<file path="config.mk">
export PLATFORM = sky130hd
export DESIGN_NAME = queue_elrm_pc
export DESIGN_NICKNAME = d
export VERILOG_FILES = /design/src/rtl/queue_elrm_pkg.sv /design/src/rtl/queue_elrm_ptr.sv /design/src/rtl/queue_elrm_pc.sv
export SDC_FILE = /design/constraint.sdc
export NUM_CORES = 1
export LEC_CHECK = 0
export BUFFER_PORTS_ARGS = -buffer_cell sky130_fd_sc_hd__clkbuf_2
export CAP_MARGIN = 5
export CELL_PAD_IN_SITES_DETAIL_PLACEMENT = 1
export CELL_PAD_IN_SITES_GLOBAL_PLACEMENT = 2
export CORE_ASPECT_RATIO = 1.75
export CORE_UTILIZATION = 49
export DETAILED_ROUTE_END_ITERATION = 8
export GPL_TIMING_DRIVEN = 0
export PLACE_DENSITY = 0.92
export SYNTH_ARGS = -nofsm -noshare
export SYNTH_HDL_FRONTEND = slang
export SYNTH_SLANG_ARGS = --single-unit
</file>
<file path="constraint.sdc">
create_clock -name clk -period 6.2 [get_ports clk]
set_input_delay 0.31 -clock clk [delete_from_list [all_inputs] [get_ports clk]]
set_output_delay 0.31 -clock clk [all_outputs]
set_load 0.02 [all_outputs]
</file>
<file path="src/rtl/queue_elrm_pkg.sv">
// Shared helpers for the element rate-match queue: modulo add, min and width derivation.
package queue_elrm_pkg;

    // Single conditional subtract; requires val0 < mod and val1 <= mod.
    function automatic int unsigned mod_add(input int unsigned val0, input int unsigned val1,
                                            input int unsigned mod);
        int unsigned sum;
        sum = val0 + val1;
        return (sum >= mod) ? sum - mod : sum;
    endfunction

    function automatic int unsigned min_u(input int unsigned a, input int unsigned b);
        return (a < b) ? a : b;
    endfunction

    // Pointer width, floored at 1 bit so a depth of 1 still yields a legal vector.
    function automatic int unsigned ptr_w(input int unsigned depth);
        return (depth > 1) ? $clog2(depth) : 1;
    endfunction

    // Width able to hold the values 0..n inclusive.
    function automatic int unsigned cnt_w(input int unsigned n);
        return (n > 0) ? $clog2(n + 1) : 1;
    endfunction

endpackage

</file>
<file path="src/rtl/queue_elrm_ptr.sv">
// Modulo-DEPTH pointer register advanced by a variable amount each cycle, with synchronous init.
module queue_elrm_ptr
    import queue_elrm_pkg::*;
#(
    parameter int unsigned DEPTH = 8,
    parameter int unsigned PW    = 3,
    parameter int unsigned AW    = 2
) (
    input  logic          clk,
    input  logic          arst_n,
    input  logic          init_i,
    input  logic [AW-1:0] adv_i,
    output logic [PW-1:0] ptr_o
);

    logic [PW-1:0] ptr_q;
    logic [PW-1:0] ptr_d;

    always_comb begin
        ptr_d = PW'(mod_add(32'(ptr_q), 32'(adv_i), DEPTH));
        if (init_i) begin
            ptr_d = '0;
        end
    end

    always_ff @(posedge clk or negedge arst_n) begin
        if (!arst_n) begin
            ptr_q <= '0;
        end else begin
            ptr_q <= ptr_d;
        end
    end

    assign ptr_o = ptr_q;

endmodule

</file>
<file path="src/rtl/queue_elrm_pc.sv">
// Element rate-match queue with partial-acceptance handshakes and registered status.
// Optional protocol clamping/error flags enabled by defining QUEUE_ELRM_PC_PROTCHK_EN.
module queue_elrm_pc
    import queue_elrm_pkg::*;
#(
    parameter type         ET          = logic [31:0],
    parameter int unsigned FIFO_NENTRY = 8,
    parameter int unsigned IW_NENTRY   = 2,
    parameter int unsigned OW_NENTRY   = 2,
    parameter int unsigned AF_THRESH   = FIFO_NENTRY - 1,
    localparam int unsigned CNTW       = cnt_w(FIFO_NENTRY),
    localparam int unsigned IWCW       = cnt_w(IW_NENTRY),
    localparam int unsigned OWCW       = cnt_w(OW_NENTRY)
) (
    input  logic            clk,
    input  logic            arst_n,
    input  logic            init,
    input  logic            din_val,
    input  logic [IWCW-1:0] din_val_cnt,
    output logic            din_rdy,
    output logic [IWCW-1:0] din_rdy_cnt,
    input  ET               din [0:IW_NENTRY-1],
    output logic            dout_val,
    output logic [OWCW-1:0] dout_val_cnt,
    input  logic            dout_rdy,
    input  logic [OWCW-1:0] dout_rdy_cnt,
    output ET               dout [0:OW_NENTRY-1],
    output logic [CNTW-1:0] count,
    output logic [CNTW-1:0] free,
    output logic            almost_full,
    output logic            err_ovf,
    output logic            err_udf
);

    localparam int unsigned PTRW = ptr_w(FIFO_NENTRY);
    localparam int unsigned NCW  = CNTW + 1;

    ET               mem_q [0:FIFO_NENTRY-1];
    logic [PTRW-1:0] widx;
    logic [PTRW-1:0] ridx;
    logic [PTRW-1:0] waddr [0:IW_NENTRY-1];

    logic [IWCW-1:0] raw_in, acc_in;
    logic [OWCW-1:0] raw_out, acc_out;
    logic [NCW-1:0]  ncount;

    logic            din_rdy_q, din_rdy_d;
    logic [IWCW-1:0] din_rdy_cnt_q, din_rdy_cnt_d;
    logic            dout_val_q, dout_val_d;
    logic [OWCW-1:0] dout_val_cnt_q, dout_val_cnt_d;
    logic [CNTW-1:0] count_q, count_d;
    logic [CNTW-1:0] free_q, free_d;
    logic            almost_full_q, almost_full_d;

`ifdef QUEUE_ELRM_PC_PROTCHK_EN
    logic err_ovf_q, err_ovf_d;
    logic err_udf_q, err_udf_d;
`endif

    // Accepted counts, next occupancy and next status registers.
    always_comb begin
        raw_in  = (din_val && din_rdy_q) ? din_val_cnt : '0;
        raw_out = (dout_val_q && dout_rdy) ? dout_rdy_cnt : '0;
        acc_in  = raw_in;
        acc_out = raw_out;
`ifdef QUEUE_ELRM_PC_PROTCHK_EN
        err_ovf_d = err_ovf_q;
        err_udf_d = err_udf_q;
        if (raw_in > din_rdy_cnt_q) begin
            acc_in    = din_rdy_cnt_q;
            err_ovf_d = 1'b1;
        end
        if (raw_out > dout_val_cnt_q) begin
            acc_out   = dout_val_cnt_q;
            err_udf_d = 1'b1;
        end
`endif
        ncount = NCW'(count_q) + NCW'(acc_in) - NCW'(acc_out);

        count_d        = CNTW'(ncount);
        free_d         = CNTW'(FIFO_NENTRY - 32'(ncount));
        din_rdy_cnt_d  = IWCW'(min_u(FIFO_NENTRY - 32'(ncount), IW_NENTRY));
        din_rdy_d      = (din_rdy_cnt_d != '0);
        dout_val_cnt_d = OWCW'(min_u(32'(ncount), OW_NENTRY));
        dout_val_d     = (ncount != '0);
        almost_full_d  = (32'(ncount) >= AF_THRESH);

        // init discards this cycle's transfers and restores the reset state.
        if (init) begin
            count_d        = '0;
            free_d         = CNTW'(FIFO_NENTRY);
            din_rdy_cnt_d  = IWCW'(IW_NENTRY);
            din_rdy_d      = 1'b1;
            dout_val_cnt_d = '0;
            dout_val_d     = 1'b0;
            almost_full_d  = (AF_THRESH == 0);
`ifdef QUEUE_ELRM_PC_PROTCHK_EN
            err_ovf_d      = 1'b0;
            err_udf_d      = 1'b0;
`endif
        end
    end

    always_ff @(posedge clk or negedge arst_n) begin
        if (!arst_n) begin
            count_q        <= '0;
            free_q         <= CNTW'(FIFO_NENTRY);
            din_rdy_cnt_q  <= IWCW'(IW_NENTRY);
            din_rdy_q      <= 1'b1;
            dout_val_cnt_q <= '0;
            dout_val_q     <= 1'b0;
            almost_full_q  <= (AF_THRESH == 0);
        end else begin
            count_q        <= count_d;
            free_q         <= free_d;
            din_rdy_cnt_q  <= din_rdy_cnt_d;
            din_rdy_q      <= din_rdy_d;
            dout_val_cnt_q <= dout_val_cnt_d;
            dout_val_q     <= dout_val_d;
            almost_full_q  <= almost_full_d;
        end
    end

`ifdef QUEUE_ELRM_PC_PROTCHK_EN
    always_ff @(posedge clk or negedge arst_n) begin
        if (!arst_n) begin
            err_ovf_q <= 1'b0;
            err_udf_q <= 1'b0;
        end else begin
            err_ovf_q <= err_ovf_d;
            err_udf_q <= err_udf_d;
        end
    end

    assign err_ovf = err_ovf_q;
    assign err_udf = err_udf_q;
`else
    assign err_ovf = 1'b0;
    assign err_udf = 1'b0;
`endif

    queue_elrm_ptr #(
        .DEPTH (FIFO_NENTRY),
        .PW    (PTRW),
        .AW    (IWCW)
    ) u_wptr (
        .clk    (clk),
        .arst_n (arst_n),
        .init_i (init),
        .adv_i  (acc_in),
        .ptr_o  (widx)
    );

    queue_elrm_ptr #(
        .DEPTH (FIFO_NENTRY),
        .PW    (PTRW),
        .AW    (OWCW)
    ) u_rptr (
        .clk    (clk),
        .arst_n (arst_n),
        .init_i (init),
        .adv_i  (acc_out),
        .ptr_o  (ridx)
    );

    always_comb begin
        for (int unsigned i = 0; i < IW_NENTRY; i++) begin
            waddr[i] = PTRW'(mod_add(32'(widx), i, FIFO_NENTRY));
        end
    end

    // Storage is not reset; occupancy alone qualifies its contents.
    always_ff @(posedge clk) begin
        for (int unsigned i = 0; i < IW_NENTRY; i++) begin
            if (!init && (i < 32'(acc_in))) begin
                mem_q[waddr[i]] <= din[i];
            end
        end
    end

    always_comb begin
        for (int unsigned i = 0; i < OW_NENTRY; i++) begin
            dout[i] = mem_q[PTRW'(mod_add(32'(ridx), i, FIFO_NENTRY))];
        end
    end

    assign din_rdy      = din_rdy_q;
    assign din_rdy_cnt  = din_rdy_cnt_q;
    assign dout_val     = dout_val_q;
    assign dout_val_cnt = dout_val_cnt_q;
    assign count        = count_q;
    assign free         = free_q;
    assign almost_full  = almost_full_q;

endmodule
</file>
==> results of run 1 <==
## cells by family after synthesis
group / count (synthesis) / share of synthesized area, %
buf+inv: 80 / 2.67
simple gates: 55 / 2.18
compound gates: 15 / 0.599
mux: 449 / 40.9
other cells: 1 / 0.0236
flops: 276 / 51.6
xor+xnor: 10 / 0.599
fa+ha+maj: 15 / 1.37
## placed cells by master (no fill, tap or decap), types with 3 or more instances in the layout
cell,Yosys,routed
inv_1,12,12
buf_12,0,4
xnor2_1,6,6
diode_2,0,3
mux2_2,320,320
ha_1,11,11
clkbuf_2,0,151
clkbuf_16,0,27
edfxtp_1,256,256
fa_1,4,4
bufinv_16,0,5
buf_2,30,30
clkinv_1,0,6
nand3_2,3,3
dfrtp_1,17,17
buf_1,4,4
clkinv_2,0,3
nor2_1,11,11
xor2_1,3,3
buf_16,0,5
and3_1,5,5
nand2b_1,3,3
mux4_2,128,128
a21oi_1,4,4
nor2b_1,6,6
nor3_1,5,5
o21bai_4,0,4
buf_4,9,9
clkbuf_1,18,23
dfstp_2,3,3
nand2_1,5,5
or2_2,3,3
buf_6,7,7
## cell usage after synthesis, drive strengths merged (2+ instances only)
| library cell | n | share of area (%) |
|---|---|---|
| mux2 | 321 | 23 |
| mux4 | 128 | 18 |
| o21ai | 3 | 0.095 |
| dfstp | 3 | 0.50 |
| o21bai | 4 | 0.19 |
| ha | 11 | 0.87 |
| xnor2 | 6 | 0.33 |
| nor3 | 9 | 0.49 |
| clkbuf | 18 | 0.43 |
| nand2b | 3 | 0.12 |
| dfrtp | 17 | 2.7 |
| and2 | 2 | 0.079 |
| nor2b | 6 | 0.24 |
| edfxtp | 256 | 48 |
| buf | 50 | 2.0 |
| nand2 | 5 | 0.12 |
| fa | 4 | 0.50 |
| or2 | 3 | 0.12 |
| inv | 12 | 0.28 |
| and3 | 5 | 0.20 |
| a21oi | 4 | 0.13 |
| nand3 | 5 | 0.25 |
| nand4b | 2 | 0.11 |
| nor2 | 11 | 0.26 |
| xor2 | 4 | 0.27 |
## worst max-delay path: cells and delay by family, from the launching register on
family / cells / cell delay, ns
buf+inv: 4 / 1.51
mux: 2 / 0.74
flops: 1 / 0.39
## cell type report
class | instances | share of cell area [%]
sequential | 276 | 44.7
tap | 396 | 2.70
antenna | 3 | 0.0410
multi-input combinational | 546 | 40.0
clock buffer | 33 | 3.86
inverter | 12 | 0.246
buffer | 68 | 2.07
clock inverter | 14 | 1.02
timing repair buffer | 161 | 5.37
## path summary, 6_finish.rpt
kind	end	slack [ns]	depth (start not counted)
setup / recovery	dout[2]	2.67	6
min in group asynchronous	almost_full	0.25	2
setup reg to reg	mem_q[0][24]	2.71	5
hold / removal	mem_q[0][2]	0.16	2
hold reg to reg	u_wptr.ptr_o[2]	0.66	3
max in group asynchronous	din_rdy_cnt[1]	5.59	2
## state kept, by name, indices dropped and copies added (netlist names)
name / cells
mem_q: 256
free: 4
count: 3
u_rptr.ptr_o: 3
u_wptr.ptr_o: 3
din_rdy_cnt: 2
dout_val_cnt: 2
almost_full: 1
din_rdy: 1
dout_val: 1
## per-layer routing
metal / global-route usage, % / vias to the layer above / share of wire (%)
met5: 0 / - / 0
met4: 14.1 / 0 / 4.4
met3: 2.91 / 132 / 4.5
met2: 53.7 / 367 / 55
met1: 31.2 / 5147 / 36
li1: - / 4087 / -
## report_power, final
part | switching [mW] | internal (mW) | total (mW)
logic | 0.937 | 0.735 | 1.67
registers | 0.0563 | 2.16 | 2.22
clock network | 0.714 | 1.01 | 1.73
total | 1.71 | 3.91 | 5.62
## timing repair
item	CTS	global route
hold buffers	1	0
setup endpoints to repair	0	0
endpoints found under the hold margin	17	0
gates resized for setup	0	0
## per-stage QoR
stage	instance area, um2	worst slack [ns]
final	18300	2.67
after global routing	18300	2.48
after CTS	18300	2.63
after detailed placement	17400	2.66
after global placement	17100	-0.413
after floorplan	15900	2.63
==> impl_metrics.py, run 1 <==
metrics = {
    "logic_synthesis": {
        "ys_seq_elements": 276,
        "yosys.cell_types.count": 42,
        "yosys_warnings": 0,
        "synth-main-ff-cell": "edfxtp_1",
        "syn_inst": 901,
        "syn_area_per_cell_um2": 17.6,
        "synth_area_um2": 15900,
        "ys_seq_area_share_pct": 51.6,
        "synth_enable_flop_cells": 256,
        "synthArstFlopShare_pct": 7.25,
    },
    "critical_path": {
        "arrival_ns": 3.22,
        "critPathKind": "flip-flop to output port",
        "critPathLaunchType": "flip-flop",
        "end_kind": "output port",
        "path_max_fanout": 10,
        "required_ns": 5.89,
        "worst_path_largest_cell_delay_ns": 0.74,
        "r2r-start": "u_wptr.ptr_o[0]",
        "path_cells": "buf_2 -> buf_2 -> buf_1 -> mux4_2 -> mux2_2 -> clkbuf_2",
        "crit_slowest_cell": "buf_1",
        "cp_common_cell": "buf_2",
        "critPathLaunch": "u_rptr.ptr_o[0]",
    },
    "grt": {
        "grt_pass1_wl_um": 68600,
        "grt_pass1_vias": 10800,
        "grt_usage_pct": 28.3,
        "gr-total-overflow": 0,
        "antenna_found_initial": 3,
        "grt_max_degree": 33,
    },
    "timing": {
        "fin_skew_ns": 0.0169,
        "holdWs_ns": 0.163,
        "finalSetupViolations": 0,
        "worstMarginPinSlew_ns": 1.19,
        "max_slew_margin_pct": 20.4,
        "finalMaxSlewViolations": 0,
        "fin_setup_tns_ns": 0,
        "rsz0062_at_grt": "no",
        "hold_violations": 0,
        "layout_min_cycle_time_ns": 3.53,
        "timing.final.crit_share_pct": 57.0,
        "fmax_mhz": 283,
    },
    "clock_network": {
        "clockBufferDepth": 3,
        "clk_latency_ns": 0.56,
        "htreeDepth": 1,
        "cts_tree": "yes",
        "cts_setup_buffers": 0,
        "tritoncts.num_buffers": 26,
        "cts-root-buf": "clkbuf_16",
        "clock_sinks": 276,
        "path_clk_slew_ns": 0.07,
    },
    "floorplanning": {
        "initial_core_util_pct": 50.2,
        "die_y_um": 240,
        "die-area_um2": 33100,
        "rows": 86,
        "core_um2": 31600,
        "die_width_um": 138,
        "io_pins": 154,
    },
    "hold_path": {
        "hold_class": "primary input to flip-flop",
        "holdCritStartpoint": "din[34]",
    },
    "placed_design": {
        "dp_cells": 1458,
        "gp_congestion": 0.793,
        "hpwlAfterDp_um": 31100,
        "port_buffers": 151,
    },
    "cells_and_area": {
        "seqCellArea_um2": 8190,
        "fill_cells": 2948,
        "areaGrowthSynthToFinish_pct": 15.5,
        "multi_input_area_um2": 7330,
        "drive_gt1_share_pct": 64.1,
        "finalNetCount": 1179,
        "finalNonFillerCells": 1509,
        "final_core_util_pct": 57.9,
    },
    "drt": {
        "drt_first_iter_violations": 715,
        "drc_errors": 0,
        "drtPass1Iterations": 5,
        "wl_um": 46500,
        "wl_per_cell_um": 30.8,
        "num_vias": 9733,
        "avgViaCountPerCell": 6.45,
        "drtAntennaViolNets": 0,
    },
    "power": {
        "p_per_area_nw_per_um2": 307,
        "p_total_mw": 5.62,
        "peakVddDrop_mv": 0.251,
        "leakagePower_nw": 6.26,
    },
    "flow_run": {
        "cap_violations": 0,
    },
    "run_status": {
        "outcome": "finished clean",
    },
}
(Power assumes the default switching activity.)
==> run 2: changes to the inputs <==
- ABC_AREA: not set -> 1
- CORE_UTILIZATION: 49 -> 33
- PLACE_DENSITY: 0.92 -> 0.82
- clock period: 6.2 -> 2.95 ns (I/O delays scaled with it)
==> run 2 against run 1 <==
The flow now finishes with violations (negative setup slack). Routed wire length grew 63%. Utilization fell by 18 points. Clock skew barely moved. Power up 130%. Cell count increased by 94%. Setup slack got worse by 2.7 ns. Hold slack got worse by 0.15 ns. Synthesized area grew 5.7%. Critical path type unchanged. Highest routed layer unchanged.
==> impl_metrics.py, run 2 <==
metrics = {
    "placed_design": {
        "dp_cells": 2831,
        "gp_congestion": 0.880,
        "placed_area_um2": 18600,
        "port_buffers": 119,
        "hpwlAfterDp_um": 55000,
    },
    "logic_synthesis": {
        "synth_enable_flop_cells": 256,
        "synth-simple-area-share_pct": 14.4,
        "ys_seq_elements": 276,
        "yosys_warnings": 0,
        "post-synth-top-count-cell": "o21ai_0",
        "syn_area_per_cell_um2": 8.27,
        "synth_compound_area_share_pct": 24.8,
        "yosysTopAreaCellShare_pct": 45.8,
        "yosys.cell_types.count": 31,
        "synth_xor_area_share_pct": 0.321,
        "synth_top_family_by_area": "compound AO/OA/AOI/OAI gates",
        "synth_common_cells": "o21ai_0 (478), nand2_1 (327), nor2_1 (278)",
        "synth_area_um2": 16800,
        "synthArstFlopShare_pct": 7.25,
        "synthAdderAreaFrac_pct": 1.30,
        "synth_top_area_cell": "edfxtp_1",
        "syn_inst": 2028,
        "ys_top_cells_by_area": "edfxtp_1 (46%), o21ai_0 (14%), nand2_1 (7.3%)",
        "synth-main-ff-cell": "edfxtp_1",
        "synth_mux_area_share_pct": 0,
        "ys_seq_area_share_pct": 48.8,
    },
    "hold_path": {
        "hold_class": "primary input to flip-flop",
        "hold_depth": 3,
        "holdCritStartpoint": "din[53]",
        "hold-path-endpoint": "mem_q[0][21]",
    },
    "clock_network": {
        "htreeDepth": 1,
        "clk_latency_ns": 0.58,
        "cts-root-buf": "clkbuf_16",
        "cts_tree": "yes",
        "tritoncts.num_buffers": 29,
        "clock_sinks": 276,
        "path_clk_slew_ns": 0.07,
        "clockBufferDepth": 3,
    },
    "timing": {
        "layout_min_cycle_time_ns": 2.97,
        "worstMarginPinSlew_ns": 0.947,
        "finalMaxSlewViolations": 0,
        "rsz0062_at_grt": "yes",
        "timing.final.crit_share_pct": 101,
        "hold_violations": 0,
        "finalSetupViolations": 2,
        "setup_slack_ns": -0.0225,
        "holdWs_ns": 0.00863,
        "fin_skew_ns": 0.0167,
        "fmax_mhz": 336,
        "max_slew_margin_pct": 36.8,
    },
    "floorplanning": {
        "io_pins": 154,
        "rows": 109,
        "die-area_um2": 51800,
        "die_y_um": 300,
        "initial_core_util_pct": 33.3,
        "core_um2": 50300,
        "die_width_um": 172,
    },
    "critical_path": {
        "crit_family": "buffers and inverters",
        "required_ns": 2.80,
        "end_kind": "output port",
        "path_cells": "buf_4 -> clkbuf_1 -> o21ai_0 -> o21ai_0 -> nor2_1 -> a21oi_2 -> clkbuf_2",
        "r2r_slack_ns": 0.10,
        "arrival_ns": 2.83,
        "cp_common_cell": "o21ai_0",
        "timing.rr.end": "din_rdy",
        "critPathLaunchType": "flip-flop",
        "path_depth": 7,
        "r2r_cells": 11,
        "worst_path_largest_cell_delay_ns": 0.59,
        "crit_buf_inv": 3,
        "critPathKind": "flip-flop to output port",
        "r2r-start": "din_rdy",
        "crit_slowest_cell": "clkbuf_1",
        "path_max_fanout": 10,
    },
    "drt": {
        "drc_errors": 0,
        "avgViaCountPerCell": 5.61,
        "num_vias": 16400,
        "drtAntennaViolNets": 0,
        "drtPass1Iterations": 5,
        "wl_per_cell_um": 26.0,
        "wl_um": 76000,
        "drt_first_iter_violations": 1167,
    },
    "grt": {
        "grt_max_degree": 21,
        "grt_pass1_vias": 17700,
        "antenna_found_initial": 0,
        "grt_usage_pct": 29.7,
        "gr-total-overflow": 0,
        "grt_pass1_wl_um": 111000,
    },
    "cells_and_area": {
        "final_cell_mix": "o21ai_0 (475), nand2_1 (324), nor2_1 (277)",
        "final_area_um2": 20000,
        "drive_gt1_share_pct": 18.2,
        "final_core_util_pct": 39.8,
        "finalNetCount": 2322,
        "largest_reg_flops": 256,
        "layout_commonest_cell": "o21ai_0",
        "areaGrowthSynthToFinish_pct": 19.3,
        "finalNonFillerCells": 2922,
        "fill_cells": 5990,
    },
    "power": {
        "peakVddDrop_mv": 0.565,
        "leakagePower_nw": 8.20,
        "p_total_mw": 13.0,
        "p_per_area_nw_per_um2": 648,
    },
    "run_status": {
        "outcome": "finished with violations",
        "violations": "negative setup slack",
    },
    "flow_run": {
        "cap_violations": 0,
    },
}
[run 2: worst max-delay path by stage]
| stage | startpoint | end | slack, ns |
|---|---|---|---|
| floorplan | din_rdy | mem_q[2][0] | -0.96 |
| global placement | din_rdy | mem_q[6][8] | -3.94 |
| detailed placement | din_rdy | din_rdy | -0.24 |
| CTS | din_rdy | din_rdy | 0.001 |
| global route | u_rptr.ptr_o[0] | dout[30] | -0.03 |
| finish | u_rptr.ptr_o[0] | dout[21] | -0.02 |
[run 2: per-layer routing]
metal	track usage, %	vias to the layer above	wire, um
met4	21.0	0	5720
met1	30.7	8127	26600
met3	3.49	294	3810
li1	-	7338	-
met5	0	-	0
met2	54.4	644	39900
[run 2: where the power goes]
group | switching (mW) | total, mW | internal [mW] | leakage, nW
registers | 0.103 | 4.62 | 4.52 | 2.57
clock network | 1.69 | 3.74 | 2.06 | 0.442
logic | 3.19 | 4.61 | 1.42 | 5.19
[run 2: what timing repair did]
item	CTS	global route
resized for setup	40	41
buffers inserted	4	5
pin swaps	3	7
hold buffers	30	0
endpoints found under the setup margin	54	45
hold endpoints to repair	176	0
[run 2: stage by stage]
stage               TNS [ns]  worst slack, ns
floorplan            -236.34           -0.958
detailed placement    -0.641           -0.237
CTS                        0         0.000955
finish               -0.0275          -0.0225
global route          -0.124          -0.0336
global placement     -942.60            -3.94
[run 2: kinds of logic after synthesis]
group / after synthesis
AO/OA/AOI/OAI: 781
buffers and inverters: 321
XOR/XNOR: 4
flip-flops: 276
other: 1
AND/OR/NAND/NOR: 630
adder cells (fa/ha/maj): 15
[run 2: area by class of cell]
cell class,count,area (um2),share of cell area (%)
well taps,666,833,4.16
inverters,134,503,2.51
flip-flops and latches,276,8190,40.9
clock inverters,20,186,0.931
multi-input cells,1432,7020,35.1
diodes,1,2.50,0.0125
repair buffers,175,1230,6.13
clock buffers,32,737,3.68
plain buffers,186,1310,6.55
[run 2: worst register-to-register path, cell delays in order, from the launching register on]
cell,delay [ns]
dfstp_2,0.55
nand2_2,0.07
nor2_4,0.12
inv_2,0.05
fa_2,0.50
fa_2,0.67
buf_4,0.16
nand3_1,0.08
nand3_1,0.09
nand2_1,0.09
nor2_1,0.23
nand3_2,0.14
==> run 3: changes to the inputs <==
- CAP_MARGIN: 5 -> not set
- CORE_UTILIZATION: 33 -> 39
- PLACE_DENSITY: 0.82 -> 0.9
- clock period: 2.95 -> 3.73 ns (I/O delays scaled with it)
==> run 3 against run 2 <==
The flow now finishes without violations. Power fell by 23%. Combinational power fell by 26%. Global-route usage rose by 3.8 points. Critical path depth is 1 higher. Register-to-register slack improved by 0.43 ns. Setup slack gained 0.17 ns. Utilization increased by 6.0 points. Clock power is 22% lower. Clock skew down 0.0012 ns. Flip-flop and latch count is the same. First-iteration DRC count is 1.7% higher.
==> impl_metrics.py, run 3 (same netlist as run 2, synthesis figures left out) <==
metrics = {
    "timing": {
        "fmax_mhz": 279,
        "max_slew_margin_pct": 36.0,
        "finalMaxSlewViolations": 0,
        "finalSetupViolations": 0,
        "timing.final.crit_share_pct": 96.1,
        "hold_violations": 0,
        "fin_setup_tns_ns": 0,
        "layout_min_cycle_time_ns": 3.58,
        "worstMarginPinSlew_ns": 0.961,
        "fin_skew_ns": 0.0155,
        "setup_slack_ns": 0.145,
        "rsz0062_at_grt": "no",
    },
    "critical_path": {
        "worst_path_largest_cell_delay_ns": 0.76,
        "crit_slowest_cell": "clkbuf_1",
        "end_kind": "output port",
        "critPathKind": "flip-flop to output port",
        "path_cells": "ha_1 -> buf_2 -> buf_2 -> clkbuf_1 -> a21oi_1 -> o21ai_0 -> a21oi_2 -> clkbuf_2",
        "required_ns": 3.54,
        "r2r_slack_ns": 0.53,
        "path_max_fanout": 10,
        "critPathLaunchType": "flip-flop",
        "arrival_ns": 3.40,
        "cp_common_cell": "buf_2",
    },
    "clock_network": {
        "clockBufferDepth": 3,
        "path_clk_slew_ns": 0.06,
        "tritoncts.num_buffers": 28,
        "clk_latency_ns": 0.58,
        "htreeDepth": 1,
        "clock_sinks": 276,
        "cts_tree": "yes",
        "cts-root-buf": "clkbuf_16",
    },
    "grt": {
        "grt_max_degree": 22,
        "grt_use_met2_pct": 61.2,
        "use_met3_pct": 3.86,
        "gr-total-overflow": 0,
        "grt_pass1_vias": 18300,
        "antenna_found_initial": 0,
        "grt_usage_pct": 33.4,
        "grt_busiest_layer": "met2",
        "grt_pass1_wl_um": 109000,
        "use_met1_pct": 34.1,
    },
    "power": {
        "leakagePower_nw": 7.97,
        "p_per_area_nw_per_um2": 515,
        "intPower_mw": 6.17,
        "swShare_pct": 38.3,
        "combPwrFrac_pct": 34.1,
        "power.switching_mw": 3.83,
        "clkPwrFrac_pct": 29.3,
        "seqPwrFrac_pct": 36.5,
        "peakVddDrop_mv": 0.397,
    },
    "drt": {
        "drt_first_iter_violations": 1187,
        "drtPass1Iterations": 5,
        "drtAntennaViolNets": 0,
        "num_vias": 16600,
        "avgViaCountPerCell": 5.98,
        "drc_errors": 0,
        "wl_um": 73200,
        "wl_per_cell_um": 26.3,
    },
    "cells_and_area": {
        "largest_reg_flops": 256,
        "layout_commonest_cell": "o21ai_0",
        "final_cell_mix": "o21ai_0 (476), nand2_1 (327), nor2_1 (278)",
        "areaGrowthSynthToFinish_pct": 15.7,
        "finalNetCount": 2284,
        "antennaDiodeCount": 0,
        "drive_gt1_share_pct": 15.9,
        "final_core_util_pct": 45.8,
    },
    "floorplanning": {
        "die_width_um": 159,
        "io_pins": 154,
        "die_y_um": 276,
        "die-area_um2": 43900,
        "rows": 100,
        "initial_core_util_pct": 39.5,
        "core_um2": 42400,
    },
    "flow_run": {
        "cap_violations": 0,
    },
    "run_status": {
        "outcome": "finished clean",
    },
    "placed_design": {
        "place_ws_ns": 0.521,
        "gp_congestion": 0.905,
        "port_buffers": 119,
        "hpwlAfterDp_um": 52500,
    },
    "hold_path": {
        "hold_class": "primary input to flip-flop",
    },
}
[run 3: changes by cell type in the layout (fill, tap and decap cells not counted), moves of 5 or more]
| cell | before | now |
|---|---|---|
| clkinvlp_4 | 5 | 0 |
| buf_16 | 0 | 5 |
| dlygate4sd3_1 | 30 | 3 |
| buf_1 | 11 | 19 |
| clkbuf_1 | 26 | 46 |
| inv_1 | 126 | 131 |
| clkbuf_4 | 6 | 0 |
| clkbuf_2 | 133 | 119 |
| inv_2 | 8 | 3 |
| buf_8 | 17 | 11 |
| buf_4 | 24 | 11 |
[run 3: path summary, 6_finish.rpt]
kind                            startpoint               to  depth (start not counted)
min                                din[37]      mem_q[1][5]                          3
min in group asynchronous           arst_n          free[0]                          2
max in group asynchronous           arst_n          free[3]                          2
min reg2reg                u_wptr.ptr_o[2]  u_wptr.ptr_o[2]                          2
max reg2reg                        din_rdy          din_rdy                         13
max                        u_rptr.ptr_o[1]         dout[24]                          8
[run 3: area by class of cell]
| class | count | area, um2 |
|---|---|---|
| sequential | 276 | 8190 |
| tap | 561 | 702 |
| clock buffer | 33 | 741 |
| clock inverter | 18 | 163 |
| timing repair buffer | 137 | 923 |
| fill | 5131 | 23000 |
| multi-input combinational | 1432 | 6960 |
| buffer | 187 | 1240 |
| inverter | 134 | 503 |
[run 3: metal layers]
layer	share of wire, %	up-vias
met5	0	-
met4	8.2	0
met3	6.1	346
met2	52	833
met1	34	8167
li1	-	7258
[run 3: power by group through the flow]
stage	registers (mW)	clock network, mW	logic, mW
6_report	3.65	2.93	3.41
5_1_grt	3.67	3.01	3.70
4_1_cts	3.65	2.91	3.39
3_5_place_dp	3.72	0	3.36
3_3_place_gp	3.73	0	3.22
2_1_floorplan	3.76	0	2.03
[run 3: what timing repair did]
action | 4_1_cts | 5_1_grt
hold buffers | 3 | 0
hold endpoints to repair | 30 | 0
setup buffers | 0 | 0
gates resized for setup | 0 | 0
[run 3: stage by stage]
| step | total power, mW | hold slack (ns) | area, um2 | cells |
|---|---|---|---|---|
| 5_1_grt | 10.4 | 0.0297 | 19400 | 2778 |
| 2_1_floorplan | 5.79 | -0.109 | 16800 | 2029 |
| 3_5_place_dp | 7.08 | 0.193 | 18500 | 2724 |
| 6_report | 10.0 | 0.0158 | 19400 | 2778 |
| 4_1_cts | 9.96 | 0.00434 | 19400 | 2778 |
| 3_3_place_gp | 6.95 | 0.187 | 18100 | 2709 |
[run 3: worst max-delay path, delay by kind of cell, from the launching register on]
kind / cells / cell delay [ns]
buf+inv: 4 / 1.52
flops: 1 / 0.54
compound gates: 3 / 0.39
fa+ha+maj: 1 / 0.36
